File: config.mk
export PLATFORM = sky130hd
export DESIGN_NAME = instr_fetch
export DESIGN_NICKNAME = d
export VERILOG_FILES = /design/src/rtl/instr_fetch.sv
export SDC_FILE = /design/constraint.sdc
export NUM_CORES = 2
export LEC_CHECK = 0
export BUFFER_PORTS_ARGS = -buffer_cell sky130_fd_sc_hd__buf_2
export CAP_MARGIN = 40
export CORE_MARGIN = 2
export CORE_UTILIZATION = 50
export CTS_CLUSTER_SIZE = 14
export DETAILED_ROUTE_END_ITERATION = 6
export PLACE_DENSITY = 0.64
export SYNTH_ARGS = -nofsm -noshare
export SYNTH_HDL_FRONTEND = slang
export SYNTH_SLANG_ARGS = --single-unit
File: constraint.sdc
create_clock -name clock -period 5.6 [get_ports clock]
set_clock_uncertainty 0.15 [all_clocks]
set_input_delay 0.56 -clock clock [delete_from_list [all_inputs] [get_ports clock]]
set_output_delay 0.56 -clock clock [all_outputs]
set_load 0.02 [all_outputs]
File: src/rtl/instr_fetch.sv
// Instruction fetch stage: host-loaded instruction RAM, program counter and IDLE/FETCH/EXEC/HALT sequencing.
// Optional macro INSTR_FETCH_COUNT_EN adds a saturating fetch_count output.
module instr_fetch #(
    parameter int unsigned INSTR_W = 16,
    parameter int unsigned ADDR_W  = 8,
    parameter int unsigned DEPTH   = 256
) (
    input  logic               clock,
    input  logic               rst,
    input  logic               load_we,
    input  logic [ADDR_W-1:0]  load_addr,
    input  logic [INSTR_W-1:0] load_data,
    input  logic               start,
    input  logic               pc_inc,
    input  logic               pc_load,
    input  logic [ADDR_W-1:0]  jump_addr,
    input  logic               end_process,
    output logic [INSTR_W-1:0] instruction,
    output logic [1:0]         status,
    output logic [ADDR_W-1:0]  pc
`ifdef INSTR_FETCH_COUNT_EN
    ,
    output logic [15:0]        fetch_count
`endif
);

    localparam int unsigned RAM_AW = (DEPTH > 1) ? $clog2(DEPTH) : 1;
    localparam int unsigned CNT_W  = 16;

    // State encoding doubles as the status code, so status is simply the state register.
    typedef enum logic [1:0] {
        ST_IDLE  = 2'b00,
        ST_FETCH = 2'b11,
        ST_EXEC  = 2'b01,
        ST_HALT  = 2'b10
    } state_e;

    state_e              state_q, state_d;
    logic [ADDR_W-1:0]   pc_q, pc_d;
    logic [INSTR_W-1:0]  instr_q;
    logic [INSTR_W-1:0]  mem [DEPTH];
    logic                mem_we_c;
    logic                start_ok_c;
    logic                fetch_done_c;
    logic [RAM_AW-1:0]   rd_idx_c;
    logic [RAM_AW-1:0]   wr_idx_c;

    // Out-of-range addresses wrap modulo DEPTH.
    assign rd_idx_c = RAM_AW'(32'(pc_q) % DEPTH);
    assign wr_idx_c = RAM_AW'(32'(load_addr) % DEPTH);

    // Next-state and control decode.
    always_comb begin
        state_d      = state_q;
        pc_d         = pc_q;
        mem_we_c     = 1'b0;
        start_ok_c   = 1'b0;
        fetch_done_c = 1'b0;
        case (state_q)
            ST_IDLE, ST_HALT: begin
                if (load_we) begin
                    mem_we_c = !rst;
                end else if (start) begin
                    pc_d       = '0;
                    state_d    = ST_FETCH;
                    start_ok_c = 1'b1;
                end
            end
            ST_FETCH: begin
                state_d      = ST_EXEC;
                fetch_done_c = 1'b1;
            end
            ST_EXEC: begin
                if (end_process) begin
                    state_d = ST_HALT;
                end else if (pc_load) begin
                    pc_d    = jump_addr;
                    state_d = ST_FETCH;
                end else if (pc_inc) begin
                    pc_d    = (pc_q == ADDR_W'(DEPTH - 1)) ? '0 : pc_q + ADDR_W'(1);
                    state_d = ST_FETCH;
                end
            end
            default: state_d = ST_IDLE;
        endcase
    end

    always_ff @(posedge clock) begin
        if (rst) begin
            state_q <= ST_IDLE;
            pc_q    <= '0;
            instr_q <= '0;
        end else begin
            state_q <= state_d;
            pc_q    <= pc_d;
            if (fetch_done_c) begin
                instr_q <= mem[rd_idx_c];
            end
        end
    end

    // RAM contents survive reset.
    always_ff @(posedge clock) begin
        if (mem_we_c) begin
            mem[wr_idx_c] <= load_data;
        end
    end

    assign instruction = instr_q;
    assign status      = state_q;
    assign pc          = pc_q;

`ifdef INSTR_FETCH_COUNT_EN
    logic [CNT_W-1:0] cnt_q;

    always_ff @(posedge clock) begin
        if (rst || start_ok_c) begin
            cnt_q <= '0;
        end else if (fetch_done_c && (cnt_q != {CNT_W{1'b1}})) begin
            cnt_q <= cnt_q + CNT_W'(1);
        end
    end

    assign fetch_count = cnt_q;
`endif

endmodule

Word-level counts from Yosys, hierarchy flattened:

Memories as Yosys holds them, arrays and structs flattened. A register that Yosys moved wholly into a read port is not among the register bits.
Cells that the tools add are included.

* register bits: 10
* bits in writable memories: 4096
* input bits: 39
* output and inout port bits: 26
* word-level logic and storage cells: 37
* memories kept: 1

Memories
* mem: depth 256, width 16, rd ports 1, clocked after memory_dff 1, wr ports 1, line 41 `logic [INSTR_W-1:0] mem [DEPTH];`

* $add $sub $neg: 1
* equality and inequality tests: 9
* multiplexer cells: 18
* reduce and logical (&&, ||, !) cells: 6

Operators with widths (number)
* 8-bit two-way mux: 6
* 8-bit case mux with 2 select lines: 1
* 2-bit two-way mux: 5
* 8-bit by 1-bit adder with 8-bit output, second input constant: 1
* 8-bit == test, second input constant: 1
* 2-bit inequality test, second input constant: 3
* 2-bit case mux with 3 select lines: 1
* 1-bit two-way mux: 5
* 5-bit AND reduction: 1
* 2-bit == test, second input constant: 2
* 4-bit inequality test, second input constant: 1
* 3-bit inequality test, second input constant: 1
* 3-bit AND reduction: 1
* 2-bit by 1-bit == test with 1-bit output, second input constant: 1
* 2-bit zero test: 1
* 2-bit nonzero test: 1
* 2-bit OR reduction: 1
* 1-bit zero test: 1

Depth between registers and ports, before layout:

* depth in word-level cells: 6
* mapped depth: 12
* depth with buffers taken out: 6

Least setup slack after synthesis:

No wires, ideal clock.

* kind: input -> register
* start point: input port load_we
* end point: memory mem[112][0], enable pin
* library setup time: 0.388 ns
* data arrival time: 2.590 ns
* data required time: 5.062 ns
* path slack: 2.472 ns
* cell stages on the path: 5
* buffers on the path: 2
* cells stage by stage: nor3b_1 > clkbuf_1 > nand3_1 > clkbuf_1 > nor2_1

* word-level cells in the longest chain between the ends: 4

RTL lines
* start, declared: line 10 `input logic load_we,`
* 1-bit two-way mux: line 61 `if (load_we) begin`
* 1-bit two-way mux: line 59 `case (state_q)`
* 1-bit two-way mux: line 104 `if (mem_we_c) begin`
* 1-bit two-way mux (not written as such): line 105 `mem[wr_idx_c] <= load_data;`
* end, declared: line 41

Every way passes these cells.

==> results.tsv <==
metric	value	unit
Routed WL per cell	34.8	µm
Initial Utilization	0.503	
top-area cell type share of the netlist area	0.776	
P_leak	54.8	nW
count leader, synth	edfxtp_1	
Netlist cell types	70	
initial antenna violation count	28	
Final Hold Viols	0	
Post-synth EDFFs	4096	
largest net degree at the start of global routing	181	
Worst Slack Setup Final	1.05	ns
critical-path cell list	buf_12 > buf_12 > buf_4 > mux4_2 > mux2i_1 > a221oi_1 > nand4_1 > nor3_1 > a221o_1	
gr usage total	0.270	
syn avg cell area	21.2	µm²
max cap viols	0	
Area Overhead vs Synth	13.8	%
post-DP HPWL	266000	µm
hold path start	load_data[0]	
relative slew slack	0.171	
Post-Syn Instances	7495	
worst-path maximum fanout	56	
Die H	567	µm
CP endpoint kind	flip-flop	
Tightest Pin Transition	1.24	ns
Resized Gates After CTS	0	
FF-to-FF Start	pc[1]	
Primary FF master, synth	edfxtp_1	
startpoint types	flip-flop	
Core Box Area	315000	µm²
critical path's largest stage delay	0.74	ns
worst path arrival time	5.32	ns
CTS tree	done	
top cells by area, synth	edfxtp_1, mux4_2, mux2i_1	
post-CTS setup buffer count	0	
fin crit period	4.55	ns
fin area	181000	µm²
Final ANT Viol Nets	0	
WS Path Type	flip-flop to flip-flop	
period utilisation layout	0.812	
DR pass1 iterations	6	
DR iter-0 viols	12918	
root buf cell	clkbuf_16	
Hold Crit Endpoint	mem[143][0]	
unrepaired setup endpoints after global routing	no	
Hold Slack	0.0118	ns
die area	322000	µm²
sequential area share after synthesis	0.779	
Hold Path Depth	1	
Clock Pin Slew Worst Setup and Hold Paths	0.06	ns
GRT overflow	0	
post-DR vias/cell	6.50	
worst r2r dst	instruction[0]	
worst hold path type	input pin to flip-flop	
TritonCTS buffer count	410	
Post-route DRC	0	
critical path's most frequent cell	buf_12	
Chip Width	567	µm
DP Area	167000	µm²
Total Nets Final	8115	
Yosys reg bits	4122	
via count	81823	
fmax	0.220	GHz
FFs w/ async S/R, synth	0	
outcome	completed	
Critical Path RT	6.37	ns
Pins Over Slew Limit	0	
Sink Count	4122	
H-tree Lvls	5	
area of the mapped netlist	159000	µm²
R2R setup slack	1.05	ns
routed wire length	438000	µm
Top Ports	65	
share of layout cells above drive strength 1	0.264	
PwrDens	346	nW/µm²
number of port buffers	64	
endpoints failing setup	0	
R2R depth	9	
Setup WS pre-CTS	1.21	ns
layout filler cell count	22720	
final core occ	0.573	
Synth top cells by count	edfxtp_1, mux4_2, mux2i_1, nor2_1, o22ai_1	
first-pass GRT wire length	614000	µm
maximum VDD drop	0.308	mV
vias in the first global route	78683	
CTS Hold Bufs	19	
Clk Latency, worst-skew pair	0.96	ns
cell taking the most area after synthesis	edfxtp_1	
Placer Congestion	0.912	
clk buf depth	4	
Synth Net Count	7535	
Max stage delay cell, worst path	dfxtp_4	
Rows	206	
Yosys warnings	0	
[critical path, delay by kind of cell (launching register included)]
kind / cells / cell delay, ns
AOI/OAI and AO/OA: 2 / 0.89
DFF: 1 / 0.74
muxes: 2 / 0.37
and+or+nand+nor: 2 / 1.12
buffers and inverters: 3 / 1.09
[worst max path at each step]
stage                  from             end  slack, ns  cells past startpoint
global route          pc[1]  instruction[0]       1.01                      9
global placement      pc[6]  instruction[2]      -0.05                      7
finish                pc[1]  instruction[0]       1.05                      9
CTS                   pc[1]  instruction[0]       1.16                      9
detailed placement    pc[1]  instruction[0]       1.21                      9
floorplan           load_we     mem[112][0]       2.47                      5
[placed cells by master (no fill, tap or decap), types with 15 or more instances in the layout]
cell type	Yosys	final
buf_4	69	452
o21a_1	15	15
clkbuf_1	174	78
buf_2	165	53
mux2_2	156	156
o221ai_1	34	34
o211ai_1	18	18
edfxtp_1	4096	4096
a21oi_1	28	28
a311oi_1	16	16
a31oi_1	17	17
buf_8	0	41
clkinv_1	0	87
a22oi_1	149	149
mux4_2	793	793
nand3_1	90	81
nor2_2	1	28
a41oi_1	15	15
nand2_1	175	173
a221o_1	15	15
nor2b_1	30	27
a211oi_1	32	32
o21ai_0	88	88
o2bb2ai_1	17	17
dfxtp_1	26	20
mux2i_1	358	358
buf_12	0	46
clkbuf_16	0	413
bufinv_16	0	37
nand4_1	43	43
nor2_1	358	330
o22ai_1	191	191
a2bb2oi_1	30	30
nor3_1	52	52
clkinv_2	0	80
a221oi_1	41	41
and3_1	15	15
dlygate4sd3_1	0	19
[power breakdown]
part	switching [mW]	internal (mW)
Clock	11.7	15.4
Sequential	0.0240	33.9
Combinational	1.12	0.392
Total	12.8	49.7
[cell families (layout without fill, tap and decap cells)]
logic type / count (synthesis) / in the layout / share of synthesized area
multiplexers: 1319 / 1319 / 0.147
other: 0 / 11 / 0
AO/OA/AOI/OAI: 765 / 765 / 0.0349
buffers and inverters: 464 / 1377 / 0.0152
adder cells (fa/ha/maj): 1 / 1 / 0.0000789
XOR/XNOR: 3 / 3 / 0.000166
flip-flops: 4122 / 4122 / 0.779
AND/OR/NAND/NOR: 821 / 821 / 0.0236
[flip-flops by register name, indices dropped and copies added (netlist names)]
name and count:
instruction 16, mem 4096, status 2, pc 8
[final cells by class]
| cell class | instances | area, µm² | share of cell area |
|---|---|---|---|
| inverters | 6 | 25.0 | 0.000139 |
| multi-input cells | 2909 | 32900 | 0.182 |
| repair buffers | 626 | 5600 | 0.0310 |
| flip-flops and latches | 4122 | 124000 | 0.684 |
| clock buffers | 498 | 10700 | 0.0594 |
| well taps | 4160 | 5200 | 0.0288 |
| clock inverters | 247 | 2530 | 0.0140 |
| diodes | 11 | 27.5 | 0.000152 |
[routing by layer]
| layer | vias up | wire (µm) | GRT usage |
|---|---|---|---|
| li1 | 32687 | - | - |
| met2 | 4907 | 203000 | 0.411 |
| met4 | 4 | 15800 | 0.0851 |
| met1 | 43534 | 172000 | 0.396 |
| met5 | - | 27 | 0 |
| met3 | 691 | 47500 | 0.0534 |
[per-stage QoR]
stage | cells | power (mW) | TNS (ns)
2_1_floorplan | 7495 | 35.1 | 0
3_3_place_gp | 11741 | 36.1 | -0.0541
4_1_cts | 12567 | 62.8 | 0
6_report | 12579 | 62.5 | 0
5_1_grt | 12572 | 64.1 | 0
3_5_place_dp | 11803 | 36.1 | 0
Note: power is estimated with default switching activity, not from simulation.
